$ cat src/rtl/tcu_pkg.sv
// tcu_pkg: shared encodings and default constants for the timing control unit.
package tcu_pkg;

  // Decoder command encodings carried on i_cmd
  localparam logic [1:0] TCU_CMD_INC     = 2'b00;
  localparam logic [1:0] TCU_CMD_LOAD    = 2'b01;
  localparam logic [1:0] TCU_CMD_RESTART = 2'b10;
  localparam logic [1:0] TCU_CMD_JAM     = 2'b11;

  // Sequencer FSM states
  typedef enum logic [1:0] {
    TCU_ST_BOOT = 2'd0,
    TCU_ST_RUN  = 2'd1,
    TCU_ST_JAM  = 2'd2
  } tcu_state_e;

  // Default geometry for the 6502 core
  localparam int TCU_DEF_T_WIDTH     = 4;
  localparam int TCU_DEF_MAX_T       = 7;
  localparam int TCU_DEF_SYNC_T      = 1;
  localparam int TCU_DEF_BOOT_CYCLES = 7;
  localparam int TCU_DEF_CNT_WIDTH   = 32;

endpackage

$ cat src/rtl/tcu_cycle_counter.sv
// tcu_cycle_counter: free-running count of enabled falling edges, wraps
// modulo 2^CNT_WIDTH. Cleared asynchronously by i_reset.
module tcu_cycle_counter #(
  parameter int CNT_WIDTH = 32
) (
  input  logic                 i_clk,
  input  logic                 i_reset,
  input  logic                 i_en,
  output logic [CNT_WIDTH-1:0] o_count
);

  logic [CNT_WIDTH-1:0] r_count;

  // Count every falling edge on which the sequencer made real progress
  always_ff @(negedge i_clk or posedge i_reset) begin
    if (i_reset) begin
      r_count <= '0;
    end else if (i_en) begin
      r_count <= r_count + CNT_WIDTH'(1);
    end
  end

  assign o_count = r_count;

endmodule

$ cat src/rtl/tcu_sequencer.sv
// tcu_sequencer: per-instruction T-cycle sequencer with boot sequence,
// RDY stalling and illegal-opcode jam. All state moves on the falling edge
// of i_clk; i_reset is asynchronous, active-high.
// Optional build macro TCU_CYCLE_COUNTER_EN adds the unstalled cycle
// counter; without it o_cycle_count is tied to zero.
module tcu_sequencer
  import tcu_pkg::*;
#(
  parameter int T_WIDTH     = TCU_DEF_T_WIDTH,
  parameter int MAX_T       = TCU_DEF_MAX_T,
  parameter int SYNC_T      = TCU_DEF_SYNC_T,
  parameter int BOOT_CYCLES = TCU_DEF_BOOT_CYCLES,
  parameter int CNT_WIDTH   = TCU_DEF_CNT_WIDTH
) (
  input  logic                 i_clk,
  input  logic                 i_reset,
  input  logic                 i_rdy,
  input  logic                 i_rw,
  input  logic [1:0]           i_cmd,
  input  logic [T_WIDTH-1:0]   i_tcu_next,
  output logic [T_WIDTH-1:0]   o_tcu,
  output logic                 o_sync,
  output logic                 o_booting,
  output logic                 o_stalled,
  output logic                 o_jammed,
  output logic                 o_overflow,
  output logic [CNT_WIDTH-1:0] o_cycle_count
);

  localparam logic [T_WIDTH-1:0] MAX_T_L     = T_WIDTH'(MAX_T);
  localparam logic [T_WIDTH-1:0] SYNC_T_L    = T_WIDTH'(SYNC_T);
  localparam logic [T_WIDTH-1:0] BOOT_LAST_L = T_WIDTH'(BOOT_CYCLES - 1);

  tcu_state_e         r_state;
  tcu_state_e         w_state_next;
  logic [T_WIDTH-1:0] r_tcu;
  logic [T_WIDTH-1:0] w_tcu_next;
  logic               r_overflow;
  logic               w_overflow_next;
  logic               w_stall;

  // RDY only stretches read cycles; writes always complete
  assign w_stall = ~i_rdy & i_rw;

  // State registers; reset parks T at all-ones so the first boot edge reads 0
  always_ff @(negedge i_clk or posedge i_reset) begin
    if (i_reset) begin
      r_state    <= TCU_ST_BOOT;
      r_tcu      <= '1;
      r_overflow <= 1'b0;
    end else begin
      r_state    <= w_state_next;
      r_tcu      <= w_tcu_next;
      r_overflow <= w_overflow_next;
    end
  end

  // Next-state and next-T decisions; defaults hold everything
  always_comb begin
    w_state_next    = r_state;
    w_tcu_next      = r_tcu;
    w_overflow_next = r_overflow;
    case (r_state)
      TCU_ST_BOOT: begin
        // Decoder commands are meaningless until the boot walk completes
        if (!w_stall) begin
          if (r_tcu == BOOT_LAST_L) begin
            w_tcu_next   = '0;
            w_state_next = TCU_ST_RUN;
          end else begin
            w_tcu_next = r_tcu + T_WIDTH'(1);
          end
        end
      end
      TCU_ST_RUN: begin
        if (i_cmd == TCU_CMD_JAM) begin
          // Jam wins over a stall so a halted bus cannot mask the lockup
          w_state_next = TCU_ST_JAM;
        end else if (!w_stall) begin
          // A stalled command is dropped; the decoder re-presents it
          case (i_cmd)
            TCU_CMD_INC: begin
              if (r_tcu == MAX_T_L) begin
                w_tcu_next      = '0;
                w_overflow_next = 1'b1;
              end else begin
                w_tcu_next = r_tcu + T_WIDTH'(1);
              end
            end
            TCU_CMD_LOAD: begin
              if (i_tcu_next > MAX_T_L) begin
                w_tcu_next      = '0;
                w_overflow_next = 1'b1;
              end else begin
                w_tcu_next = i_tcu_next;
              end
            end
            TCU_CMD_RESTART: begin
              w_tcu_next = '0;
            end
            default: begin
              w_tcu_next = r_tcu;
            end
          endcase
        end
      end
      TCU_ST_JAM: begin
        // Terminal: only reset leaves this state
        w_state_next = TCU_ST_JAM;
      end
      default: begin
        // Unreachable encoding: fail safe into the lockup state
        w_state_next = TCU_ST_JAM;
      end
    endcase
  end

  assign o_tcu      = r_tcu;
  assign o_overflow = r_overflow;
  assign o_booting  = (r_state == TCU_ST_BOOT);
  assign o_jammed   = (r_state == TCU_ST_JAM);
  assign o_stalled  = w_stall & (r_state != TCU_ST_JAM);
  assign o_sync     = (r_state == TCU_ST_RUN) && (r_tcu == SYNC_T_L);

`ifdef TCU_CYCLE_COUNTER_EN
  logic w_count_en;

  // Count progress edges in BOOT and RUN; a jammed core makes no progress
  assign w_count_en = ~w_stall & (r_state != TCU_ST_JAM);

  tcu_cycle_counter #(
    .CNT_WIDTH (CNT_WIDTH)
  ) u_cycle_counter (
    .i_clk   (i_clk),
    .i_reset (i_reset),
    .i_en    (w_count_en),
    .o_count (o_cycle_count)
  );
`else
  assign o_cycle_count = '0;
`endif

endmodule

$ cat config.mk
export PLATFORM = sky130hd
export DESIGN_NAME = tcu_sequencer
export DESIGN_NICKNAME = d
export VERILOG_FILES = /design/src/rtl/tcu_pkg.sv /design/src/rtl/tcu_cycle_counter.sv /design/src/rtl/tcu_sequencer.sv
export SDC_FILE = /design/constraint.sdc
export NUM_CORES = 1
export LEC_CHECK = 0
export ABC_AREA = 1
export CAP_MARGIN = 20
export CELL_PAD_IN_SITES_DETAIL_PLACEMENT = 1
export CELL_PAD_IN_SITES_GLOBAL_PLACEMENT = 2
export CORE_ASPECT_RATIO = 0.8
export CORE_MARGIN = 2
export CORE_UTILIZATION = 18
export DETAILED_ROUTE_END_ITERATION = 16
export PLACE_DENSITY_LB_ADDON = 0.25
export SYNTH_ARGS = -nofsm -noshare
export SYNTH_HDL_FRONTEND = slang
export SYNTH_HIERARCHICAL = 1
export SYNTH_SLANG_ARGS = --single-unit
$ cat constraint.sdc
create_clock -name i_clk -period 1.9 [get_ports i_clk]
set_clock_uncertainty 0.15 [all_clocks]
set_input_delay 0.57 -clock i_clk [delete_from_list [all_inputs] [get_ports i_clk]]
set_output_delay 0.57 -clock i_clk [all_outputs]
set_load 0.1 [all_outputs]
### Word level (Yosys, flattened, before mapping)

Index checks and enable logic that the tools add are counted.

| operators by class | value |
|---|---|
| add/subtract/negate cells | 1 |
| reduce and logical (&&, ||, !) cells | 8 |
| order comparisons | 1 |
| muxes and demuxes | 15 |
| bitwise logic cells | 5 |
| equal/unequal tests | 17 |

Operator list:

| cell | count |
|---|---|
| $mux W4 | 6 |
| $ne A2 B2 Y1 const B | 7 |
| $pmux W4 S3 | 1 |
| $eq A4 B3 Y1 const B | 2 |
| $pmux W4 S2 | 1 |
| $eq A2 B2 Y1 const B | 3 |
| $mux W2 | 3 |
| $reduce_and A6 Y1 | 1 |
| $reduce_and A5 Y1 | 1 |
| $add A4 B1 Y4 const B | 1 |
| $eq A2 B1 Y1 const B | 2 |
| $eq A4 B1 Y1 const B | 1 |
| $gt A4 B3 Y1 const B | 1 |
| $logic_not A2 Y1 | 2 |
| $ne A4 B1 Y1 const B | 1 |
| $pmux W2 S2 | 1 |
| $reduce_bool A2 Y1 | 2 |
| $not A1 Y1 | 3 |
| $reduce_and A3 Y1 | 1 |
| $and A1 B1 Y1 | 2 |
| $mux W1 | 2 |
| $ne A2 B1 Y1 const B | 1 |
| $pmux W1 S2 | 1 |
| $logic_and A1 B1 Y1 | 1 |

| word-level totals | value |
|---|---|
| flip-flop bits (word level) | 7 |
| logic and storage cells | 50 |
| output and inout port bits | 41 |

### Logic depth before layout (Yosys ltp)

Gate-level depths: netlist of the first run.

| logic depth | value |
|---|---|
| word-level depth | 6 |
| gate-level depth with buffers | 9 |

==> summary.txt, run 1 <==
Finish
  – Nets: 203
  – Utilization after layout: 35.5%
  – Commonest non-fill, non-tap cell in the layout: conb_1
  – Share of cells above drive strength 1: 49.7%
  – Fill cell count: 564
  – Final Non-Filler Cells: 245
  – Footprint of the multi-input gates: 677 µm²
  – Antenna Cells: 0
  – Most frequent cells in the layout: 32 x conb_1, 22 x nand2_1, 19 x buf_4
  – Area grow syn2layout: 86.6%
  – Register area: 195 µm²

CTS
  – CTS Buf Count: 3
  – Root buf cell: clkbuf_8
  – CTS Buffer Depth: 2
  – Worst skew pair latency: 300 ps
  – Clock Sinks: 7
  – Reg clk slew, reported paths: 30 ps
  – Max H-tree Level: 1
  – CTS tree: built

Global routing
  – First-pass GRT wire length: 4100 µm
  – Antenna violations before repair: 0
  – Met2 Use GR: 17.7%
  – M3 GR Usage: 2.17%
  – GR Overflow Total: 0
  – Vias in the first global route: 905
  – GR peak layer: met2
  – Total GRT Usage: 9.84%
  – Largest net degree at the start of global routing: 6
  – GR Util met1: 11.3%

Pwr
  – Total power: 2.71 mW
  – PD cells: 1640 nW/µm²
  – LEAKAGE: 0.831 nW
  – Max VDD drop: 0.501 mV

Placed design
  – Dpl ws: -1180 ps
  – Port Buffers: 18
  – Dpl cells: 223
  – DP HPWL: 1900 µm
  – Gpl congestion: 0.767

Timing
  – Final Setup Violations: 16
  – Setup ws final: -1250 ps
  – RSZ-0062 raised after global routing: true
  – Final Max Slew Viols: 0
  – Setup tns final: -11490 ps
  – Hold Fails Final Rpt: 0

Critical path
  – Crit. End Element: output port
  – R2R setup slack: -150 ps
  – Crit path from: o_tcu[0]
  – Worst r2r src: o_tcu[0]
  – Arr. time, crit path: 2430 ps
  – WP data required: 1180 ps
  – Reg2Reg Depth: 13
  – CP Class: reg -> out
  – Crit Path Max Fanout: 2
  – CP startpoint kind: flop
  – CP endpoint: o_sync
  – R2R Path End: o_tcu[1]

Logic synthesis
  – Syn. warnings: 6
  – Area of the mapped netlist: 885 µm²
  – Synth Area per Inst: 6.86 µm²
  – Register area share after synthesis: 20.4%
  – Synth unique cells: 21
  – #FFs+latches synth: 7
  – Mapped Cells: 129

Status
  – Failing checks: negative setup slack
  – Status: complete, but fails checks

Route
  – Pre-Repair DR Iteration Count: 2
  – Routed vias/inst: 3.54
  – Vias: 867
  – Post-route DRC: 0
  – Final ANT Viol Nets: 0
  – DR iter-0 viols: 13
  – Final WL: 2440 µm
  – Wire per inst: 9.96 µm

Die
  – Num ports: 51
  – Starting Density: 19.0%
  – Core Rows: 22
  – DIE HEIGHT: 66.7 µm
  – Die width: 82.4 µm
  – Core box area: 4650 µm²
  – Die area: 5490 µm²

Flow run
  – Max-Cap Viols: 0

Worst hold path
  – Worst Hold Class: reg -> reg
  – Hold Crit Start: o_overflow
==> layer usage <==
metal / vias to the layer above / part of all wire (%)
li1: 436 / -
met2: 27 / 53
met5: - / 0
met4: 0 / 1.2
met3: 2 / 4.9
met1: 402 / 41
==> report_power, final <==
group / switching, mW / total, mW / internal [mW]
Combinational: 1.35 / 2.14 / 0.794
Sequential: 0.0531 / 0.322 / 0.269
Clock: 0.0866 / 0.244 / 0.157
==> worst min-delay path by stage <==
stage                            end  slack (ps)  depth (start not counted)
after global placement    o_overflow         320                          2
after detailed placement  o_overflow         330                          2
final                     o_overflow         320                          2
after floorplan           r_state[1]         480                          2
after global routing      o_overflow         380                          2
after CTS                 o_overflow         320                          2
==> logic make-up after synthesis <==
logic type	synth area share, %
adder cells (fa/ha/maj)	9.90
XOR/XNOR	1.98
AO/OA/AOI/OAI	2.26
AND/OR/NAND/NOR	29.0
other	0.424
flip-flops	20.4
buffers and inverters	36.1
==> sequential cells by signal (all words and copies together) (netlist names) <==
| register | count |
|---|---|
| o_overflow | 1 |
| r_state | 2 |
| o_tcu | 4 |
==> repair_timing <==
item                       4_1_cts  5_1_grt
hold endpoints to repair         0        0
hold buffers                     0        0
buffers inserted                 8        8
setup endpoints to repair       16       19
pin swaps                       21       14
resized for setup               32       22
==> per-stage QoR <==
stage	cell area [µm²]	hold slack (ps)
floorplan	1110	477
finish	1650	320
global route	1650	376
global placement	1350	323
detailed placement	1350	325
CTS	1520	318
==> synthesized netlist by cell type <==
cell,count,area share (%)
nor2_4,2,2.5
nor2_1,13,5.5
xor2_1,1,0.99
nand3_1,6,3.4
nand4_1,3,2.1
nand2_1,26,11
xnor2_1,1,0.99
nor2_2,2,1.4
conb_1,1,0.42
inv_2,6,2.5
dfstp_2,4,12
nand2_2,1,0.71
o22ai_1,1,0.71
dfrtn_1,3,8.5
inv_1,15,6.4
o21ai_2,1,0.99
ha_1,7,9.9
buf_4,32,27
nor3_1,2,1.1
nand3_2,1,1.1
a21oi_1,1,0.57
==> area by class of cell <==
type / count / area share [%]
repair buffers: 50 / 34.3
multi-input cells: 100 / 41.0
clock inverters: 4 / 0.910
clock buffers: 4 / 2.73
flip-flops and latches: 7 / 11.8
inverters: 20 / 4.70
well taps: 60 / 4.55
==> critical path, cell delays in order (launching register included) <==
cell and delay, ps:
dfstp_4 610, ha_4 130, nand2_4 50, nor3_4 190, buf_12 200
No activity file was read; power rests on OpenSTA's default activity.
==> run 2, diff against run 1 <==
- CORE_ASPECT_RATIO: 0.8 -> default
- SLEW_MARGIN: default -> 10
==> run 2 against run 1 <==
The flow still finishes with violations (negative setup slack). Largest power group unchanged. First-iteration DRC count down 23%. Hold slack better by 22 ps. Via count down 1.2%. Critical path type unchanged. Routed wire length down 6.6%. Power down 0.49%. Register-to-register slack about the same.
==> summary.txt, run 2 (synthesis results as in run 1) <==
Placed design
  – Dpl cells: 230 (was 223)
  – Port Buffers: 18 (unchanged)
  – DP HPWL: 1840 µm (was 1900 µm)
  – Gpl congestion: 0.745 (was 0.767)

CTS
  – Max H-tree Level: 1 (unchanged)
  – CTS Buffer Depth: 2 (unchanged)
  – CTS tree: built (unchanged)
  – Reg clk slew, reported paths: 40 ps (was 30 ps)
  – Clock Sinks: 7 (unchanged)
  – Hold-fix buffers at CTS: 0 (unchanged)
  – CTS Buf Count: 3 (unchanged)
  – Worst skew pair latency: 290 ps (was 300 ps)
  – Root buf cell: clkbuf_8 (unchanged)

Timing
  – Final Setup Violations: 16 (unchanged)
  – Hold Fails Final Rpt: 0 (unchanged)
  – Final Max Slew Viols: 0 (unchanged)
  – RSZ-0062 raised after global routing: true (unchanged)
  – Setup tns final: -11060 ps (was -11490 ps)
  – Setup ws final: -1260 ps (was -1250 ps)
  – Min Hold Slack: 343 ps (was 320 ps)

Global routing
  – First-pass GRT wire length: 3650 µm (was 4100 µm)
  – Vias in the first global route: 802 (was 905)
  – GR Overflow Total: 0 (unchanged)
  – Antenna violations before repair: 0 (unchanged)
  – Total GRT Usage: 8.84% (was 9.84%)
  – Largest net degree at the start of global routing: 7 (was 6)

Critical path
  – Crit Path Max Fanout: 2 (unchanged)
  – Reg2Reg Depth: 13 (unchanged)
  – Max stage delay on crit path: 610 ps (about the same)
  – Crit path cell chain: ha_4 > nand2_4 > nor3_4 > buf_12 (unchanged)
  – CP startpoint kind: flop (unchanged)
  – CP max-delay cell: dfstp_4 (unchanged)
  – WP data required: 1180 ps (about the same)
  – Crit. End Element: output port (unchanged)
  – CP Class: reg -> out (unchanged)
  – Arr. time, crit path: 2440 ps (was 2430 ps)

Finish
  – Final Non-Filler Cells: 248 (was 245)
  – Fill cell count: 561 (was 564)
  – Most frequent cells in the layout: 32 x conb_1, 24 x nand2_1, 17 x buf_4 (was 32 x conb_1, 22 x nand2_1, 19 x buf_4)
  – Register area: 195 µm² (unchanged)
  – Area grow syn2layout: 81.0% (was 86.6%)
  – Share of cells above drive strength 1: 47.5% (was 49.7%)
  – Commonest non-fill, non-tap cell in the layout: conb_1 (unchanged)
  – Max reg flops: 4 (unchanged)
  – Utilization after layout: 33.9% (was 35.5%)
  – Nets: 199 (was 203)
  – Footprint of the multi-input gates: 644 µm² (was 677 µm²)
  – Antenna Cells: 0 (unchanged)

Die
  – Num ports: 51 (unchanged)
  – DIE HEIGHT: 74.1 µm (was 66.7 µm)
  – Core box area: 4720 µm² (was 4650 µm²)
  – Core Rows: 25 (was 22)
  – Die width: 74.1 µm (was 82.4 µm)
  – Die area: 5490 µm² (about the same)
  – Starting Density: 18.7% (was 19.0%)

Status
  – Status: complete, but fails checks (unchanged)
  – Failing checks: negative setup slack (unchanged)

Route
  – Routed vias/inst: 3.46 (was 3.54)
  – Vias: 857 (was 867)
  – Post-route DRC: 0 (unchanged)
  – Final WL: 2280 µm (was 2440 µm)
  – DR iter-0 viols: 10 (was 13)
  – Final ANT Viol Nets: 0 (unchanged)
  – Pre-Repair DR Iteration Count: 2 (unchanged)
  – Wire per inst: 9.19 µm (was 9.96 µm)

Pwr
  – Max VDD drop: 0.663 mV (was 0.501 mV)
  – PD cells: 1680 nW/µm² (was 1640 nW/µm²)
  – LEAKAGE: 0.808 nW (was 0.831 nW)

Worst hold path
  – Hold depth: 2 (unchanged)
  – Worst Hold Class: reg -> reg (unchanged)

Flow run
  – Max-Cap Viols: 0 (unchanged)
run 2: changes by cell type in the layout (fill, tap and decap cells not counted), sizes merged:
cell,delta
buf,-4
clkdlybuf4s15,+2
dlygate4sd2,-2
run 2: per-layer routing:
metal / vias to the layer above / GRT usage, % / wire length, µm
met5: - / 0 / 0
met4: 0 / 6.67 / 59
met3: 4 / 1.63 / 119
met2: 35 / 14.0 / 1130
met1: 388 / 10.6 / 969
li1: 430 / - / -
run 2: critical path: cells and delay by family (launching register included):
family | cells | cell delay [ps]
buf+inv | 1 | 200
fa+ha+maj | 1 | 140
flops | 1 | 610
simple gates | 2 | 240
run 2: cell type report:
| type | instances | share of cell area (%) |
|---|---|---|
| Sequential cell | 7 | 12.2 |
| Inverter | 20 | 4.84 |
| Clock inverter | 4 | 0.937 |
| Multi-Input combinational cell | 100 | 40.2 |
| Timing Repair Buffer | 46 | 33.1 |
| Clock buffer | 4 | 3.44 |
| Tap cell | 67 | 5.23 |
run 2: timing repair:
action                     4_1_cts  5_1_grt
gates resized for setup         37       12
setup buffers                    6        6
pin swaps                       19       18
setup endpoints to repair       18       16
run 2: power breakdown:
group,total [mW],internal (mW),switching (mW),leakage (nW)
Sequential,0.323,0.269,0.0547,0.0800
Combinational,2.08,0.777,1.31,0.678
Clock,0.286,0.193,0.0928,0.0501
Total,2.69,1.24,1.45,0.808
run 2: final timing paths:
kind / slack [ps] / from / end
worst min register to register: 340 / o_overflow / o_overflow
min in group asynchronous: 1210 / i_reset / o_overflow
worst max-delay path: -1260 / o_tcu[0] / o_sync
max in group asynchronous: 100 / i_reset / o_tcu[0]
worst max register to register: -150 / o_tcu[0] / o_tcu[1]
worst min-delay path: 340 / o_overflow / o_overflow
run 2: through the flow:
stage	power (mW)	setup WS, ps	instance area (µm²)
after floorplan	1.64	-1600	1110
after global placement	2.15	-1170	1350
after detailed placement	2.16	-1170	1350
after CTS	2.62	-1270	1530
after global routing	2.85	-1300	1600
final	2.69	-1260	1600
